**src/rtl/gaussian_window_mac.sv**
```systemverilog
// gaussian_window_mac: 5x5 Gaussian window multiply-accumulate.
// Walks ROM taps 0..24 with the pixel stream, emits one rounded pixel per window.
module gaussian_window_mac #(
    parameter int PIX_W  = 8,
    parameter int COEF_W = 16,
    parameter int FRAC   = 12,
    parameter int TAPS   = 25,
    parameter int ACC_W  = 30
) (
    input  logic              clk,
    input  logic              rst_n,
    input  logic              clear,
    input  logic              pix_valid,
    input  logic [PIX_W-1:0]  pix_data,
    output logic              pix_ready,
    output logic [4:0]        rom_addr,
    input  logic [COEF_W-1:0] rom_data,
    output logic              out_valid,
    output logic [PIX_W-1:0]  out_data,
    input  logic              out_ready,
    output logic              busy
);

    localparam int PROD_W = PIX_W + COEF_W;

    typedef enum logic [1:0] {
        ACCUM,
        DRAIN,
        HOLD
    } state_t;

    state_t              state;
    state_t              state_nxt;
    logic [4:0]          tap;
    logic [PROD_W-1:0]   prod;
    logic                prod_v;
    logic [ACC_W-1:0]    acc;
    logic                drain_cnt;
    logic                accept;
    logic                last_tap;
    logic [ACC_W-1:0]    rounded;
    logic [PIX_W-1:0]    result;

    assign pix_ready = (state == ACCUM);
    assign accept    = pix_valid & pix_ready;
    assign last_tap  = (tap == 5'(TAPS - 1));
    assign rom_addr  = tap;
    assign busy      = (tap != 5'd0) | prod_v | (state != ACCUM);

    // Round to nearest, drop fraction, clamp to full-scale pixel.
    always_comb begin
        rounded = (acc + (ACC_W'(1) << (FRAC - 1))) >> FRAC;
        result  = (|rounded[ACC_W-1:PIX_W]) ? '1 : rounded[PIX_W-1:0];
    end

    // State register.
    always_ff @(posedge clk or negedge rst_n) begin
        if (!rst_n) state <= ACCUM;
        else        state <= state_nxt;
    end

    // Next-state logic; clear always returns to ACCUM.
    always_comb begin
        state_nxt = state;
        unique case (state)
            ACCUM: if (accept && last_tap) state_nxt = DRAIN;
            DRAIN: if (drain_cnt)          state_nxt = HOLD;
            HOLD:  if (out_ready)          state_nxt = ACCUM;
            default:                       state_nxt = ACCUM;
        endcase
        if (clear) state_nxt = ACCUM;
    end

    // Tap counter, product stage, accumulator and output register.
    always_ff @(posedge clk or negedge rst_n) begin
        if (!rst_n) begin
            tap       <= 5'd0;
            prod      <= '0;
            prod_v    <= 1'b0;
            acc       <= '0;
            drain_cnt <= 1'b0;
            out_valid <= 1'b0;
            out_data  <= '0;
        end else if (clear) begin
            tap       <= 5'd0;
            prod_v    <= 1'b0;
            acc       <= '0;
            drain_cnt <= 1'b0;
            out_valid <= 1'b0;
        end else begin
            prod_v <= accept;
            if (accept) begin
                prod <= PROD_W'(pix_data) * PROD_W'(rom_data);
                tap  <= last_tap ? 5'd0 : tap + 5'd1;
            end
            if (state == DRAIN && drain_cnt) begin
                out_data  <= result;
                out_valid <= 1'b1;
                acc       <= '0;
            end else if (prod_v) begin
                acc <= acc + ACC_W'(prod);
            end
            drain_cnt <= (state == DRAIN) ? ~drain_cnt : 1'b0;
            if (state == HOLD && out_valid && out_ready)
                out_valid <= 1'b0;
        end
    end

endmodule

```
**config.mk**
```make
export PLATFORM = sky130hd
export DESIGN_NAME = gaussian_window_mac
export DESIGN_NICKNAME = d
export VERILOG_FILES = /design/src/rtl/gaussian_window_mac.sv
export SDC_FILE = /design/constraint.sdc
export NUM_CORES = 1
export LEC_CHECK = 0
export ABC_AREA = 1
export ABC_CLOCK_PERIOD_IN_PS = 2560
export BUFFER_PORTS_ARGS = -buffer_cell sky130_fd_sc_hd__buf_2
export CORE_ASPECT_RATIO = 0.75
export CORE_MARGIN = 1.5
export CORE_UTILIZATION = 40
export CTS_CLUSTER_DIAMETER = 80
export DETAILED_ROUTE_END_ITERATION = 8
export PLACE_DENSITY = 0.65
export REMOVE_ABC_BUFFERS = 1
export SYNTH_ARGS = -nofsm -noshare
export SYNTH_HDL_FRONTEND = slang
export SYNTH_SLANG_ARGS = --single-unit
```
**constraint.sdc**
```tcl
create_clock -name clk -period 2.56 [get_ports clk]
set_input_delay 0.512 -clock clk [delete_from_list [all_inputs] [get_ports clk]]
set_output_delay 0.512 -clock clk [all_outputs]
set_load 0.005 [all_outputs]
```
---- Word level (Yosys, flattened, before mapping) ----
Cells that the tools add are included.
storage, ports and cells
  register bits after elaboration ......... 72
  bits in latches ......................... 0
  RAM bits ................................ 0
  ROM bits ................................ 0
  output and inout bits ................... 16
  memories kept ........................... 0
operators by class
  $add $sub $neg .......................... 3
  $mul .................................... 1
  divide/modulo/power cells ............... 0
  magnitude comparators ................... 0
  equal/unequal tests ..................... 6
  shifts and indexed selects .............. 0
  multiplexer cells ....................... 18
  bitwise gates (word level) .............. 5
  reductions and logical operators ........ 14
operator list
  cell                                                                      count
  30-bit two-way mux                                                        3
  30-bit by 12-bit adder with 30-bit output (second input constant)         1
  30-bit by 24-bit adder with 30-bit output                                 1
  8-bit by 16-bit multiplier with 24-bit output                             1
  5-bit two-way mux                                                         3
  10-bit OR reduction                                                       1
  2-bit two-way mux                                                         4
  8-bit two-way mux                                                         1
  1-bit two-way mux                                                         6
  3-bit inequality test (second input constant)                             2
  2-bit case mux with 3 select lines                                        1
  3-bit nonzero test                                                        2
  5-bit by 1-bit adder with 5-bit output (second input constant)            1
  5-bit == test (second input constant)                                     1
  5-bit nonzero test                                                        1
  1-bit logical AND                                                         4
  2-bit AND reduction                                                       2
  2-bit nonzero test                                                        2
  3-bit by 2-bit inequality test with 1-bit output (second input constant)  1
  3-bit AND reduction                                                       1
  2-bit by 1-bit == test with 1-bit output (second input constant)          1
  2-bit == test (second input constant)                                     1
  2-bit zero test                                                           1
  1-bit NOT                                                                 2
  2 further kinds                                                           3

---- Depth between registers and ports, before layout ----
  depth after elaboration ................. 6
  mapped depth ............................ 23

---- Worst setup path before layout ----
Ideal clock, no wire load.
  path kind ............................... input to register
  start point ............................. in pix_data[7]
  end point ............................... reg prod[14]
  library setup time ...................... 0.083 ns
  data arrival time ....................... 4.453 ns
  required time ........................... 2.477 ns
  path slack .............................. -1.975 ns
  stages .................................. 19
  path buffers ............................ 2
  cell sequence ........................... clkbuf_1 -> clkbuf_1 -> nand2_1 -> fa_1 -> fa_1 -> inv_1 -> fa_1 -> inv_1 -> fa_1 -> inv_1 -> ha_1 -> a21oi_1 -> o21ai_0 -> a21o_1 -> nand2_1 -> nand2_1 -> nand2_1 -> nand2_1 -> o21ai_0
between the ends
  cells in the longest elaborated chain, start to end .. 1
RTL lines
  item                                           line  RTL
  start: declaration                             14    input logic [PIX_W-1:0] pix_data,
  8-bit by 16-bit multiplier with 24-bit output  93    prod <= PROD_W'(pix_data) * PROD_W'(rom_data);
  end signal: assignment                         93
  end: declaration                               35    logic [PROD_W-1:0] prod;
No other way between the ends.
A chain may end at the register's enable or synchronous reset.

---- Worst setup path after layout ----
  start point ............................. in rom_data[11]
  end point ............................... reg prod[16]
between the ends
  cells in the longest elaborated chain, start to end .. 1
RTL lines
  item                                           line  RTL
  start: declaration                             17    input logic [COEF_W-1:0] rom_data,
  8-bit by 16-bit multiplier with 24-bit output  93
No other way between the ends.

==> results.py <==
metrics = {
    "drt": {
        "drt_iter0_drc": 708,
        "routed_wl_mm": 27.0,
        "drc": 0,
        "viasPerCell": 4.92,
        "num_vias": 9365,
        "routedWlPerCell_um": 14.2,
        "first_pass_iters": 7,
        "ant_nets": 0,
    },
    "logic_synthesis": {
        "ys.warnings.count": 0,
        "ys_types": 39,
        "yosysTopAreaCell": "dfrtp_1",
        "ys.flop_type": "dfrtp_1",
        "synth_edf_count": 0,
        "synth_area_leaders": "dfrtp_1 19%, nand2_1 18%, fa_1 18%",
        "syn_inst": 1464,
        "synthArstFlopShare": 1.00,
        "yosysTopAreaCellShare": 0.186,
        "netlist_area_sq_um": 9690,
        "yosysSeqAreaShare": 0.186,
        "ys_ff_latch": 72,
        "synth_area_per_cell_sq_um": 6.62,
    },
    "timing": {
        "fin_crit_sh": 1.52,
        "relSlewSlack": 0.635,
        "setup_viol": 20,
        "final.min_clock_period_ns": 3.90,
        "drv_slew": 0,
        "finalWorstSetupSlack_ns": -1.34,
        "hold_violations": 0,
        "max_freq_mhz": 256,
        "tightestPinTransition_ns": 0.546,
        "grt_setup_unrepaired": "true",
        "skew_ns": 0.0103,
    },
    "critical_path": {
        "worstSetupStartpoint": "rom_data[11]",
        "crit_fanout": 4,
        "end_kind": "register",
        "cp.arrival_ns": 4.10,
        "r2r_end": "acc[29]",
        "worstSetupPathType": "in2reg",
        "start_kind": "primary input",
        "cp.required_ns": 2.76,
        "r2r-start": "acc[11]",
        "reg2reg_slack_ns": 0.27,
        "ff2ff_path_depth": 10,
    },
    "floorplan": {
        "core-area_sq_um": 23800,
        "rows": 49,
        "die_x_um": 183,
        "chipHeight_um": 138,
        "io_pins": 45,
        "start_util": 0.406,
        "die_area_sq_um": 25200,
    },
    "pwr": {
        "clock_power_share": 0.101,
        "sw_frac_of_total": 0.478,
        "seqPwrFrac": 0.137,
        "combPwrFrac": 0.762,
        "peakVddDrop_uv": 754,
        "power_leakage_nw": 7.04,
        "switching_power_w": 0.00548,
        "power.density_nw_per_um2": 921,
        "internal_power_w": 0.00598,
    },
    "global_routing": {
        "overflow": 0,
        "grt_pass1_wl_mm": 45.0,
        "grt_pass1_vias": 9104,
        "grt_max_degree": 38,
        "antenna_found_initial": 0,
        "grt.total_usage": 0.224,
    },
    "clock_network": {
        "clkLatencyLatePin_ns": 0.34,
        "clockBufferDepth": 2,
        "cts_inserted_buffers": 9,
        "cts_root_buf": "clkbuf_16",
        "cts.clk_slew.worst_paths_ns": 0.06,
        "cts_tree": "built",
        "ctsHtreeMaxLevel": 3,
        "clock_sinks": 72,
    },
    "outcome": {
        "status": "finished with violations",
        "violations": "negative setup slack",
    },
    "final_layout": {
        "fin_cells": 1905,
        "num_antenna_cells": 0,
        "nFillCells": 2225,
        "utilization": 0.522,
        "nets": 1780,
        "syn2layout_area_growth_pct": 28.5,
        "drive_gt1_frac": 0.238,
    },
    "worst_hold_path": {
        "hp-class": "in2async",
    },
    "place": {
        "globalplace.congestion": 0.961,
        "dpl.hpwl_mm": 20.9,
        "dp.cells": 1863,
        "io_buffers": 44,
    },
    "run": {
        "maxCapViolCount": 0,
    },
}
-- what timing repair did --
action / CTS / global route
endpoints found under the setup margin: 20 / 20
setup buffers: 15 / 9
pin swaps: 130 / 54
hold buffers: 0 / 0
cloned: 3 / 1
gates resized for setup: 218 / 71
-- power groups by stage --
stage	Clock (W)	Sequential (W)	Combinational [W]
global route	0.00123	0.00159	0.00955
floorplan	0	0.00150	0.00380
CTS	0.00118	0.00157	0.00780
finish	0.00116	0.00157	0.00874
detailed placement	0	0.00159	0.00593
global placement	0	0.00158	0.00586
-- sequential cells by signal, summed over array words and instances, names as in the netlist --
signal     flops
acc           30
drain_cnt      1
out_data       8
out_valid      1
prod          24
prod_v         1
rom_addr       5
state          2
-- critical path, cell delays in order --
cell and delay (ns):
buf_8 0.11, buf_12 0.12, nand2_4 0.04, inv_2 0.03, fa_1 0.56, fa_1 0.45, fa_1 0.51, inv_2 0.04
fa_1 0.50, inv_2 0.05, ha_4 0.24, a21oi_1 0.27, o21ai_2 0.15, a21oi_1 0.15, nand2_1 0.08, xnor2_1 0.19
o21ai_1 0.08
-- cells in the final DEF, fill, tap and decap left out, drive strengths merged, types with 5 or more instances in the layout --
cell / synthesis / final
nand2: 484 / 484
or2: 5 / 5
o21ai: 53 / 53
o21bai: 10 / 10
xnor2: 9 / 9
dfrtp: 72 / 72
buf: 6 / 161
clkbuf: 37 / 12
clkinv: 1 / 5
nand3: 72 / 72
nor3: 13 / 13
inv: 336 / 336
nand4: 25 / 25
fa: 85 / 85
nor2: 98 / 98
a21oi: 59 / 59
ha: 71 / 71
xor2: 8 / 8
-- per-layer routing --
metal	up-vias	share of wire	global-route usage
li1	4684	-	-
met1	4387	0.49	0.334
met2	269	0.43	0.347
met3	25	0.074	0.0354
met4	0	0.0080	0.0298
met5	-	0	0
-- cell families (layout without fill, tap and decap cells) --
logic type,count (synthesis),after routing,share of synthesized area
AND/OR/NAND/NOR,700,700,0.303
XOR/XNOR,17,17,0.0154
adder cells (fa/ha/maj),156,156,0.267
flip-flops,72,72,0.186
buffers and inverters,380,515,0.149
AO/OA/AOI/OAI,139,139,0.0797
-- how the worst max path moves through the flow --
stage / endpoint / cells after the start / slack (ns)
finish: prod[16] / 17 / -1.34
global route: prod[20] / 20 / -1.48
CTS: prod[20] / 20 / -1.26
detailed placement: prod[20] / 20 / -2.20
global placement: prod[20] / 20 / -2.21
floorplan: prod[19] / 18 / -1.45
-- cell usage after synthesis (all sizes together), types with 6 or more instances --
master    n
inv     336
xor2      8
o21bai   10
buf       6
ha       71
a21oi    59
nand4    25
o21ai    53
xnor2     9
nand3    72
dfrtp    72
nor3     13
fa       85
clkbuf   37
nand2   484
nor2     98
-- layout make-up --
class | count | area [sq um] | share of cell area
Sequential cell | 72 | 1800 | 0.145
Clock buffer | 10 | 229 | 0.0184
Timing Repair Buffer | 163 | 1530 | 0.123
Inverter | 337 | 1270 | 0.102
Tap cell | 306 | 383 | 0.0308
Multi-Input combinational cell | 1012 | 7200 | 0.578
Clock inverter | 5 | 35.0 | 0.00281
-- metrics by stage --
stage / instance area (sq um) / power [W] / hold slack (ns) / setup WS, ns / setup TNS (ns)
3_3_place_gp: 10900 / 0.00745 / 0.468 / -2.21 / -35.58
2_1_floorplan: 9510 / 0.00530 / 0.216 / -1.45 / -24.68
5_1_grt: 12400 / 0.0124 / 0.181 / -1.48 / -24.25
3_5_place_dp: 10900 / 0.00752 / 0.470 / -2.20 / -36.59
4_1_cts: 12100 / 0.0105 / 0.164 / -1.26 / -20.48
6_report: 12400 / 0.0115 / 0.150 / -1.34 / -21.73
(Power assumes the default switching activity.)
